--- src/rtl/sync_event_arbiter.sv ---
// Collects rising edges from synchronised request lines and hands them one at a
// time, round-robin, to a single valid/ready event consumer.
module sync_event_arbiter #(
    parameter  int NUM_SRC = 4,
    localparam int IDX_W   = (NUM_SRC > 1) ? $clog2(NUM_SRC) : 1
) (
    input  logic               clk,
    input  logic               rst,
    input  logic [NUM_SRC-1:0] sync_in,
    input  logic [NUM_SRC-1:0] en_mask,
    input  logic [NUM_SRC-1:0] overrun_clr,
    output logic               evt_valid,
    output logic [IDX_W-1:0]   evt_idx,
    input  logic               evt_ready,
    output logic [NUM_SRC-1:0] pending,
    output logic [NUM_SRC-1:0] overrun
);

    // Handshake: an event transfers on any clk edge where evt_valid && evt_ready;
    // while evt_ready is low, evt_valid and evt_idx hold their values.
    localparam logic [0:0] S_IDLE  = 1'b0;
    localparam logic [0:0] S_OFFER = 1'b1;

    logic [0:0]         state;
    logic [NUM_SRC-1:0] prev;
    logic [NUM_SRC-1:0] rise;
    logic [NUM_SRC-1:0] avail;
    logic [NUM_SRC-1:0] grant;
    logic [NUM_SRC-1:0] pending_nxt;
    logic [NUM_SRC-1:0] overrun_nxt;
    logic [IDX_W-1:0]   rr_ptr;
    logic [IDX_W-1:0]   ptr_after;
    logic [IDX_W-1:0]   sel_ptr;
    logic [IDX_W-1:0]   sel;
    logic [IDX_W-1:0]   cand;
    logic               found;
    logic               transfer;
    logic               take;
    int                 idx;

    assign rise      = sync_in & ~prev & en_mask;
    assign avail     = pending & en_mask;
    assign transfer  = (state == S_OFFER) && evt_ready;
    assign ptr_after = (evt_idx == IDX_W'(NUM_SRC - 1)) ? '0 : evt_idx + 1'b1;
    // On a transfer the search already starts after the source just delivered.
    assign sel_ptr   = (state == S_OFFER) ? ptr_after : rr_ptr;
    assign take      = found && ((state == S_IDLE) || transfer);

    always_comb begin
        found = 1'b0;
        sel   = '0;
        idx   = 0;
        cand  = '0;
        for (int k = 0; k < NUM_SRC; k++) begin
            idx = int'(sel_ptr) + k;
            if (idx >= NUM_SRC) idx = idx - NUM_SRC;
            cand = IDX_W'(idx);
            if (!found && avail[cand]) begin
                found = 1'b1;
                sel   = cand;
            end
        end
    end

    always_comb begin
        grant = '0;
        if (take) grant[sel] = 1'b1;
    end

    // A rise in the grant cycle re-arms the source rather than counting as an overrun.
    assign pending_nxt = en_mask & ((pending & ~grant) | rise);
    assign overrun_nxt = (rise & pending & ~grant) | (overrun & ~overrun_clr);

    always_ff @(posedge clk) begin
        if (rst) begin
            state     <= S_IDLE;
            prev      <= sync_in;
            pending   <= '0;
            overrun   <= '0;
            rr_ptr    <= '0;
            evt_valid <= 1'b0;
            evt_idx   <= '0;
        end else begin
            prev    <= sync_in;
            pending <= pending_nxt;
            overrun <= overrun_nxt;
            case (state)
                S_IDLE: begin
                    if (found) begin
                        evt_idx   <= sel;
                        evt_valid <= 1'b1;
                        state     <= S_OFFER;
                    end
                end
                default: begin
                    if (evt_ready) begin
                        rr_ptr <= ptr_after;
                        if (found) begin
                            evt_idx <= sel;
                        end else begin
                            evt_valid <= 1'b0;
                            state     <= S_IDLE;
                        end
                    end
                end
            endcase
        end
    end

endmodule

--- config.mk ---
export PLATFORM = sky130hd
export DESIGN_NAME = sync_event_arbiter
export DESIGN_NICKNAME = d
export VERILOG_FILES = /design/src/rtl/sync_event_arbiter.sv
export SDC_FILE = /design/constraint.sdc
export NUM_CORES = 1
export LEC_CHECK = 0
export CAP_MARGIN = 20
export CORE_MARGIN = 1.5
export CORE_UTILIZATION = 35
export CTS_BUF_LIST = sky130_fd_sc_hd__clkbuf_4
export DETAILED_ROUTE_END_ITERATION = 16
export SYNTH_ARGS = -nofsm -noshare
export SYNTH_HDL_FRONTEND = slang
export SYNTH_SLANG_ARGS = --single-unit
--- constraint.sdc ---
create_clock -name clk -period 1.9 [get_ports clk]
set_input_delay 0.285 -clock clk [delete_from_list [all_inputs] [get_ports clk]]
set_output_delay 0.285 -clock clk [all_outputs]
set_load 0.005 [all_outputs]
==> results.cfg <==
[place]
dp_cells = 166
hpwl_mm = 1.70
dp_slack_ps = -141
gp_congestion = 0.753
dpl-instance-area_um2 = 1300
portBuffers = 25

[floorplanning]
core.rowCount = 18
chipHeight_um = 54.6
core_um2 = 2500
die_x_um = 54.6
io_pins = 26
die_area_um2 = 2980
start_util_pct = 37.2

[setup_path]
path_cells = ha_4 > mux2i_4 > o211ai_1 > a22oi_2 > buf_4 > o41ai_4 > a21oi_1
crit_required_ps = 2080
crit_start = evt_idx[0]$_SDFFE_PP0P_
cp-start-kind = register
cp_slowest_cell = o41ai_4
reg2reg_to = pending[1]$_SDFF_PP0_
endpoint = pending[1]$_SDFF_PP0_
reg2reg_depth = 7
cp-end-kind = register
critical_path.max_stage_delay_ps = 370
cp.arrival_ps = 1990
cp_max_fo = 8
timing.rr.start = evt_idx[0]$_SDFFE_PP0P_
ff2ff_setup_slack_ps = 90
critical_path_class = reg -> reg

[synthesis]
ys_types = 41
syn-cell-area_um2 = 931
avgSynthCellArea_um2 = 9.40
syn-num-nets = 115
synth_seq_cells = 18
yosysSeqAreaShare_pct = 38.7
yosysWarnings = 0
synthCells = 99

[global_routing]
grt_overflow = 0
grt_usage_pct = 15.4
grt_pass1_vias = 762
antenna_found_initial = 0
grt_pass1_wl_mm = 3.24
grt_start_max_net_pins = 11

[clock_tree]
cts.path.max_buffers = 2
clk_pin_slew_ps = 110
cts_hold_buf = 0
htree_num_levels = 1
insertion_delay_ps = 300
cts_buffers = 3
cts_tree = yes
clock_sinks = 18
cts-root-buf = clkbuf_4

[layout]
antenna_cells = 0
drive_above_1_share_pct = 27.9
multi_input_area_um2 = 578
nFillCells = 227
utilization_pct = 55.1
layout.nets = 157
syn_to_final_growth_pct = 48.0
register_area_um2 = 362
layoutNonFillerInstCount = 170
design_area_um2 = 1380

[run]
cap_violations = 0

[timing]
fin_crit_ps = 1810
finalSetupViolations = 0
tns_ps = 0
layout_worst_path_cycle_share_pct = 95.4
slew_violations = 0
relSlewSlack_pct = 77.2
rsz0062_at_grt = false
hold_viol = 0
setup_ws_ps = 86.5
tightestPinTransition_ps = 339
fin_hold_ws_ps = 440
skew_ps = 8.86
max_freq_mhz = 551

[pwr]
peakVddDrop_v = 0.000413
powerDensity_nw_per_um2 = 536
finalPower_uw = 738
p_leak_nw = 0.524

[hold_path]
min_path_type = in -> reg
min_from = sync_in[2]

[outcome]
status = finished, final reports clean

[routing]
wire_per_inst_um = 12.7
drc = 0
firstDrtPassIters = 4
ant_nets = 0
viasPerCell = 5.01
initialDrtViolationCount = 20
via_count = 851
wl_mm = 2.16
==> kinds of logic (layout without fill, tap and decap cells) <==
group / after synthesis / count (layout) / synth area share [%]
flops: 18 / 18 / 38.7
mux: 3 / 3 / 4.17
simple gates: 42 / 42 / 26.5
fa+ha+maj: 1 / 1 / 1.34
compound gates: 29 / 29 / 24.9
buf+inv: 6 / 47 / 4.44
==> final cells by class <==
class,count,share of cell area [%]
Clock buffer,3,1.63
Clock inverter,1,0.272
Inverter,3,0.817
Multi-Input combinational cell,75,42.0
Sequential cell,18,26.2
Tap cell,30,2.72
Timing Repair Buffer,40,26.3
==> worst min-delay path by stage <==
stage / slack [ps] / endpoint / cells past startpoint
floorplan: 310 / prev[0]$_DFF_P_ / 0
global placement: 440 / overrun[0]$_SDFF_PP0_ / 2
detailed placement: 450 / overrun[1]$_SDFF_PP0_ / 2
CTS: 440 / prev[2]$_DFF_P_ / 1
global route: 420 / prev[2]$_DFF_P_ / 1
finish: 440 / prev[2]$_DFF_P_ / 1
==> registers in the layout (all words and copies together) (netlist names) <==
name / count
evt_valid: 1
rr_ptr: 2
pending: 4
overrun: 4
prev: 4
state: 1
evt_idx: 2
==> worst max-delay path, delay by kind of cell, from the launching register on <==
kind | cells | cell delay [ps]
compound gates | 4 | 800
flops | 1 | 350
fa+ha+maj | 1 | 290
buf+inv | 1 | 190
mux | 1 | 80
==> report_power, final <==
part	leakage [nW]	switching [mW]	total, mW	internal [mW]
logic	0.361	0.0603	0.141	0.0803
registers	0.148	0.0104	0.401	0.391
clock network	0.0154	0.120	0.197	0.0765
==> timing repair <==
item	4_1_cts	5_1_grt
cloned	0	0
hold endpoints to repair	0	0
endpoints found under the setup margin	5	6
gates resized for setup	4	3
pin swaps	1	0
buffers inserted	0	0
==> per-layer routing <==
layer | share of wire (%) | GRT usage, % | wire length, µm
met1 | 47 | 19.5 | 1020
met2 | 47 | 25.1 | 1020
met3 | 4.9 | 5.19 | 106
met4 | 0.79 | 3.33 | 17
met5 | 0 | 0 | 0
==> placed cells by master (no fill, tap or decap), drive strengths merged, types with 2 or more instances in the layout <==
cell            n
nor2b           4
a2bb2oi         2
and2            5
a21oi           6
clkdlybuf4s50  25
nand2           9
nand3           6
mux2i           2
nand2b          2
dfxtp          18
o31ai           2
nor2            8
o41ai           2
o21a            2
o21ai           5
buf            15
inv             3
nor3            3
clkbuf          3
a311oi          2
==> cell usage after synthesis <==
| cell type | instances | area (µm²) |
|---|---|---|
| buf_4 | 1 | 7.51 |
| nand3_1 | 6 | 30.0 |
| and2_1 | 1 | 6.26 |
| or2b_4 | 1 | 11.3 |
| mux2i_2 | 1 | 13.8 |
| and2_4 | 1 | 8.76 |
| o22a_1 | 1 | 8.76 |
| o221a_1 | 1 | 11.3 |
| o21ai_1 | 3 | 15.0 |
| nand2b_1 | 2 | 12.5 |
| a211oi_1 | 1 | 7.51 |
| o31ai_1 | 2 | 15.0 |
| dfxtp_1 | 18 | 360 |
| nor4_1 | 1 | 6.26 |
| a31oi_1 | 1 | 6.26 |
| nor3_2 | 2 | 20.0 |
| or4_4 | 1 | 11.3 |
| inv_1 | 3 | 11.3 |
| mux2_4 | 1 | 15.0 |
| a2bb2oi_1 | 2 | 17.5 |
| and2_2 | 3 | 22.5 |
| a22oi_2 | 1 | 12.5 |
| o21ai_0 | 2 | 10.0 |
| a221oi_2 | 1 | 15.0 |
| o22ai_1 | 1 | 6.26 |
| mux2i_1 | 1 | 10.0 |
| and2b_2 | 1 | 8.76 |
| nand2_1 | 8 | 30.0 |
| nor2_1 | 8 | 30.0 |
| ha_1 | 1 | 12.5 |
| o41ai_2 | 2 | 32.5 |
| nand2_4 | 1 | 11.3 |
| o211ai_1 | 1 | 7.51 |
| buf_6 | 2 | 22.5 |
| a21oi_2 | 1 | 8.76 |
| nand3b_1 | 1 | 7.51 |
| a21oi_1 | 5 | 25.0 |
| a311oi_1 | 2 | 17.5 |
| o21a_1 | 2 | 15.0 |
| nor2b_1 | 4 | 25.0 |
| nor3_1 | 1 | 5.00 |
Power figures use the tool's default switching activity.
